**src/rtl/mem_access_stage.sv**
```systemverilog
// mem_access_stage: MEM stage issuing cache requests, stalling on misses, latching MEM/WB, sticky halt, LL/SC link.
// Build with MEM_LLSC_EN defined to get the load-linked reservation; otherwise SC always succeeds.
module mem_access_stage #(
  parameter int WORD_W = 32,
  parameter int REG_W  = 5
) (
  input  logic              CLK,
  input  logic              RST,
  input  logic [WORD_W-1:0] aluout_i,
  input  logic [WORD_W-1:0] rdat2_i,
  input  logic [WORD_W-1:0] npc_i,
  input  logic [WORD_W-1:0] extout_i,
  input  logic              dren_i,
  input  logic              dwen_i,
  input  logic              regw_i,
  input  logic              lui_i,
  input  logic              jal_i,
  input  logic              halt_i,
  input  logic              ll_i,
  input  logic              sc_i,
  input  logic [REG_W-1:0]  wsel_i,
  input  logic              flush_i,
  output logic              dmemREN_o,
  output logic              dmemWEN_o,
  output logic [WORD_W-1:0] dmemaddr_o,
  output logic [WORD_W-1:0] dmemstore_o,
  input  logic              dhit_i,
  input  logic [WORD_W-1:0] dmemload_i,
  input  logic              ccinv_i,
  input  logic [WORD_W-1:0] ccaddr_i,
  output logic              stall_o,
  output logic [WORD_W-1:0] wdat_o,
  output logic [REG_W-1:0]  wsel_o,
  output logic              regw_o,
  output logic              halt_o,
  output logic [15:0]       waitcnt_o
);
  typedef enum logic [1:0] {RUN, WAIT, HALTED} state_t;
  state_t state_q, state_d;
  logic [WORD_W-1:0] wdat_q, wb;
  logic [REG_W-1:0]  wsel_q;
  logic              regw_q;
  logic [15:0]       waitcnt_q;
  logic              sc_ok, memop, halt_go, bubble;
`ifdef MEM_LLSC_EN
  logic              lvalid_q;
  logic [WORD_W-1:0] laddr_q;
  logic              snoop;
  assign snoop = ccinv_i & (ccaddr_i == laddr_q);
  assign sc_ok = lvalid_q & (laddr_q == aluout_i) & ~snoop;
  // An LL hit takes priority over a simultaneous invalidate of the old link.
  always_ff @(posedge CLK) begin
    if (RST) begin
      lvalid_q <= 1'b0;
      laddr_q  <= '0;
    end else if (memop & dren_i & ll_i & dhit_i) begin
      lvalid_q <= 1'b1;
      laddr_q  <= aluout_i;
    end else if (snoop | (memop & dwen_i & dhit_i & (aluout_i == laddr_q))) begin
      lvalid_q <= 1'b0;
    end
  end
`else
  logic unused_llsc;
  assign unused_llsc = ^{ll_i, ccinv_i, ccaddr_i};
  assign sc_ok = 1'b1;
`endif
  always_comb begin
    memop       = (dren_i | (dwen_i & ~(sc_i & ~sc_ok))) & ~flush_i & (state_q != HALTED);
    dmemREN_o   = memop & dren_i;
    dmemWEN_o   = memop & dwen_i & ~dren_i;
    dmemaddr_o  = aluout_i;
    dmemstore_o = rdat2_i;
    stall_o     = memop & ~dhit_i;
    halt_go     = halt_i & ~flush_i & ~stall_o;
    bubble      = stall_o | flush_i | (state_q == HALTED);
    wb          = jal_i ? npc_i : lui_i ? extout_i : dren_i ? dmemload_i :
                  sc_i ? WORD_W'(sc_ok) : aluout_i;
    state_d     = (state_q == HALTED || halt_go) ? HALTED : stall_o ? WAIT : RUN;
  end
  always_ff @(posedge CLK) begin
    if (RST) begin
      state_q   <= RUN;
      wdat_q    <= '0;
      wsel_q    <= '0;
      regw_q    <= 1'b0;
      waitcnt_q <= '0;
    end else begin
      state_q   <= state_d;
      wdat_q    <= bubble ? '0 : wb;
      wsel_q    <= bubble ? '0 : wsel_i;
      regw_q    <= ~bubble & ~halt_go & regw_i;
      waitcnt_q <= waitcnt_q + 16'(stall_o & ~&waitcnt_q);
    end
  end
  assign wdat_o    = wdat_q;
  assign wsel_o    = wsel_q;
  assign regw_o    = regw_q;
  assign halt_o    = state_q == HALTED;
  assign waitcnt_o = waitcnt_q;
endmodule
```
**config.mk**
```make
export PLATFORM = sky130hd
export DESIGN_NAME = mem_access_stage
export DESIGN_NICKNAME = d
export VERILOG_FILES = /design/src/rtl/mem_access_stage.sv
export SDC_FILE = /design/constraint.sdc
export NUM_CORES = 1
export LEC_CHECK = 0
export BUFFER_PORTS_ARGS = -buffer_cell sky130_fd_sc_hd__clkbuf_2
export CAP_MARGIN = 10
export CORE_AREA = 2 2 131 133
export CTS_CLUSTER_DIAMETER = 150
export DETAILED_ROUTE_END_ITERATION = 12
export DIE_AREA = 0 0 133 135
export SLEW_MARGIN = 20
export SYNTH_ARGS = -nofsm -noshare
export SYNTH_HDL_FRONTEND = slang
export SYNTH_SLANG_ARGS = --single-unit
```
**constraint.sdc**
```tcl
create_clock -name CLK -period 3.75 [get_ports CLK]
set_input_delay 0.375 -clock CLK [delete_from_list [all_inputs] [get_ports CLK]]
set_output_delay 0.375 -clock CLK [all_outputs]
set_load 0.02 [all_outputs]
```
**Yosys cells after proc, flatten, opt, wreduce, memory -nomap -nowiden**

Index checks and enable logic that the tools add are counted.

- Input bits: 210
- Bits in registers: 56

- Equality and inequality tests: 2
- Mux-type cells: 6
- Add/subtract/negate cells: 1
- Reductions and logical operators: 5
- Bitwise gates (word level): 20

Operator list:

| kind | number |
|---|---|
| 32-bit two-way mux | 4 |
| 16-bit by 1-bit adder with 16-bit output | 1 |
| 16-bit AND reduction | 1 |
| 1-bit AND | 11 |
| 1-bit NOT | 6 |
| 2-bit OR reduction | 2 |
| 1-bit OR | 3 |
| 2-bit equality test (second input constant) | 1 |
| 2-bit two-way mux | 1 |
| 2-bit inequality test (second input constant) | 1 |
| 1-bit logical NOT | 1 |
| 1-bit logical OR | 1 |
| 1-bit two-way mux | 1 |

**Longest topological paths before layout**

- Word-level depth: 9
- Depth in mapped cells: 11
- Mapped depth without buffers: 9

**Least setup slack after synthesis**

Ideal clock, no wire load.

- Path type: flip-flop to flip-flop
- Start point: register state_q[1]
- End point: register waitcnt_q[12] (netlist: waitcnt_o[12])
- Buffers on the path: 2
- Path slack: 1.351 ns
- Stages on the path, launching flop included: 12
- Library setup time: 0.128 ns
- Arrival: 2.271 ns
- Clock period less this slack: 2.399 ns
- Required time: 3.622 ns
- Cell sequence: dfxtp_1 nor2b_4 buf_6 or4_4 buf_6 a41oi_1 ha_1 ha_1 nand3_1 nor4_1 xnor2_1 nor2_1

- Longest elaborated chain between the ends: 5

RTL lines:

| what | line | RTL |
|---|---|---|
| start: declaration | 39 | `state_t state_q, state_d;` |
| start signal: assignment | 89 | `state_q <= state_d;` |
| 2-bit inequality test | 69 | `memop = (dren_i \| (dwen_i & ~(sc_i & ~sc_ok))) & ~flush_i & (state_q != HALTED);` |
| 1-bit AND | 69 |  |
| 1-bit AND | 74 | `stall_o = memop & ~dhit_i;` |
| 1-bit AND | 93 | `waitcnt_q <= waitcnt_q + 16'(stall_o & ~&waitcnt_q);` |
| 16-bit by 1-bit adder with 16-bit output | 93 |  |
| end signal: assignment | 93 |  |
| end: declaration | 43 | `logic [15:0] waitcnt_q;` |

No other way between the ends.
A chain may end at the register's enable or synchronous reset.

**Final worst setup path**

Ends and elaborated chain as after synthesis.

==> results.cfg <==
[outcome]
outcome = finished clean

[global_routing]
grt_pass1_wl_mm = 15.97
antenna_found_initial = 0
grt.total_usage_pct = 11.50
grt_max_degree = 37
gr-total-overflow = 0
grt_pass1_vias = 3013

[timing]
setup_violations = 0
max_freq_mhz = 409.2
drv_slew = 0
fin_tns_setup_ns = 0
finalWorstSetupSlack_ns = 1.306
skew_ns = 0.01033
fin_crit_sh_pct = 65.17
slew_headroom_pct = 51.02
final_hold_viol_count = 0
grt_setup_unrepaired = no
fin_crit_ns = 2.444
tightest_slew_ns = 0.7346

[pwr]
max-vdd-ir-drop_uv = 151.6
powerDensity_nw_per_um2 = 334.3
leakage_nw = 2.195

[synth]
yosys_warnings = 0
synth.lib_cells_used.distinct = 35
synth_seq_area_share_pct = 34.04
syn-num-nets = 605
synth_area_um2 = 3293
syn_inst = 392
syn_area_per_cell_um2 = 8.401
ys_ff_latch = 56

[placement]
numPortBuffers = 233
gp_congestion = 0.7576
dpl.cell_count = 757
place_ws_ns = 1.114
place_hpwl_mm = 8.102

[critical_path]
start_kind = register
cp_common_cell = ha_1
cp.arrival_ns = 2.63
critPathMaxFanout = 10
crit_chain = nor2b_4 > or4_4 > a41oi_1 > ha_1 > ha_1 > nand3_1 > nor4_1 > xnor2_1 > nor2_1
worstPathRequired_ns = 3.93
criticalPathCategory = reg2reg
critical_path_buf_inv_count = 0
cpPeakStageDelay_ns = 0.58
critPathSlowestCell = or4_4
crit_family = simple AND/OR/NAND/NOR gates
end_kind = register

[routing]
drtIter0Drc = 122
num_vias = 3203
routed_wl_mm = 10.54
drc_errors = 0
via_per_inst = 4.187
wire_per_inst_um = 13.78
first_pass_iters = 4
ant_nets = 0

[cts]
cts_max_path_buffers = 2
h-tree-depth = 2
insertion_delay_ns = 0.31
cts.clk_slew.worst_paths_ns = 0.07
cts_hold_buf = 0
cts_buffers = 5
clkSinkCount = 56
cts_root_buffer = clkbuf_16
post_cts_resized = 0
post_cts_buffers = 0
cts_tree = built

[run]
cap_violations = 0

[final_layout]
fillers = 1810
syn2layout_area_growth_pct = 29.94
fin_util_pct = 26.08
diodes = 0
nets = 757
layout-drive-gt1-share_pct = 47.89
final_cells = 765

[die]
fp.dieW_um = 133
rows = 47
core_region_area_um2 = 16410
io_pins = 332
initial_core_util_pct = 20.07
die_y_um = 135
die-area_um2 = 17960

[worst_hold_path]
min_path_type = in2reg
placed cells by master, fill, tap and decap left out:
master / count
nor2_1: 17
nor2b_1: 4
a31oi_1: 1
nand2b_1: 1
inv_6: 2
nor3_1: 6
a21oi_2: 10
dfxtp_1: 56
inv_1: 37
and4_1: 1
nor4_1: 5
and3_1: 7
a31o_2: 1
a21oi_1: 22
clkbuf_16: 5
nand2_1: 34
clkbuf_2: 233
nand3_1: 8
ha_1: 3
a211o_1: 31
xnor2_1: 9
nor2b_4: 1
buf_4: 4
nand2_8: 1
xor2_1: 4
nand4_1: 2
nor3_2: 1
nor4b_1: 1
nor2_2: 1
a41oi_1: 1
a221oi_1: 31
or4_4: 1
nor3b_1: 1
a211oi_1: 2
clkinvlp_4: 1
cell usage after synthesis:
| cell | number | share of area, % |
|---|---|---|
| buf_2 | 5 | 0.76 |
| a31o_2 | 1 | 0.27 |
| nand4_1 | 2 | 0.38 |
| a221oi_1 | 31 | 8.2 |
| dfxtp_1 | 56 | 34 |
| buf_1 | 2 | 0.23 |
| nor4b_1 | 1 | 0.27 |
| a41oi_1 | 1 | 0.27 |
| a31oi_1 | 1 | 0.19 |
| and4_1 | 1 | 0.27 |
| nor2_1 | 18 | 2.1 |
| nand2_8 | 1 | 0.61 |
| buf_4 | 64 | 15 |
| and3_1 | 7 | 1.3 |
| nor2b_1 | 4 | 0.76 |
| a21oi_2 | 10 | 2.7 |
| ha_1 | 3 | 1.1 |
| inv_1 | 37 | 4.2 |
| a21oi_1 | 22 | 3.3 |
| a211o_1 | 31 | 8.2 |
| nor3b_1 | 1 | 0.23 |
| nand2b_1 | 1 | 0.19 |
| nor2b_4 | 1 | 0.42 |
| nor4_1 | 5 | 0.95 |
| nand2_1 | 34 | 3.9 |
| xnor2_1 | 9 | 2.4 |
| buf_12 | 1 | 0.61 |
| nor3_1 | 6 | 0.91 |
| clkbuf_1 | 16 | 1.8 |
| or4_4 | 1 | 0.34 |
| nand3_1 | 8 | 1.2 |
| a211oi_1 | 2 | 0.46 |
| xor2_1 | 4 | 1.1 |
| nor3_2 | 1 | 0.30 |
| buf_6 | 4 | 1.4 |
power breakdown:
part | internal, mW | switching [mW] | total [mW]
Clock | 0.254 | 0.245 | 0.499
Sequential | 0.615 | 0.00587 | 0.620
Combinational | 0.130 | 0.181 | 0.311
final cells by class:
type	instances	area, um2	area share, %
multi-input cells	207	1398	32.66
repair buffers	237	1196	27.95
flip-flops and latches	56	1121	26.20
well taps	220	275.3	6.433
inverters	37	138.9	3.246
clock buffers	5	125.1	2.924
clock inverters	3	25.02	0.5848
metrics by stage:
stage	hold WS, ns	instance area, um2	total power [mW]
2_1_floorplan	0.4722	3293	0.8836
3_3_place_gp	0.5333	4129	0.9488
3_5_place_dp	0.5526	4129	0.9491
4_1_cts	0.2571	4279	1.467
5_1_grt	0.2569	4279	1.518
6_report	0.2697	4279	1.430
cell families (layout without fill, tap and decap cells):
family | after synthesis | in the layout | share of synthesized area, %
buffers and inverters | 129 | 282 | 23.59
AO/OA/AOI/OAI | 99 | 99 | 23.67
AND/OR/NAND/NOR | 92 | 92 | 14.10
flip-flops | 56 | 56 | 34.04
XOR/XNOR | 13 | 13 | 3.457
adder cells (fa/ha/maj) | 3 | 3 | 1.140
worst paths after layout:
kind	from	end	slack, ns	depth (start not counted)
min	halt_i	regw_o$_SDFF_PP0_	0.27	2
min reg2reg	waitcnt_o[8]$_SDFF_PP0_	waitcnt_o[8]$_SDFF_PP0_	0.56	2
max reg2reg	state_q[1]$_SDFF_PP0_	waitcnt_o[12]$_SDFF_PP0_	1.31	9
max	state_q[1]$_SDFF_PP0_	waitcnt_o[12]$_SDFF_PP0_	1.31	9
flip-flops by register name (all words and copies together), names as in the netlist:
| signal | count |
|---|---|
| wdat_o | 32 |
| waitcnt_o | 16 |
| wsel_o | 5 |
| state_q | 2 |
| regw_o | 1 |
metal layers:
metal / GRT usage [%] / vias up / wire (um)
met5: 0 / - / 0
met4: 3.943 / 0 / 207
met3: 3.866 / 14 / 878
met2: 19.11 / 153 / 5002
met1: 13.94 / 1425 / 4449
li1: - / 1611 / -
No activity file was read; power rests on OpenSTA's default activity.
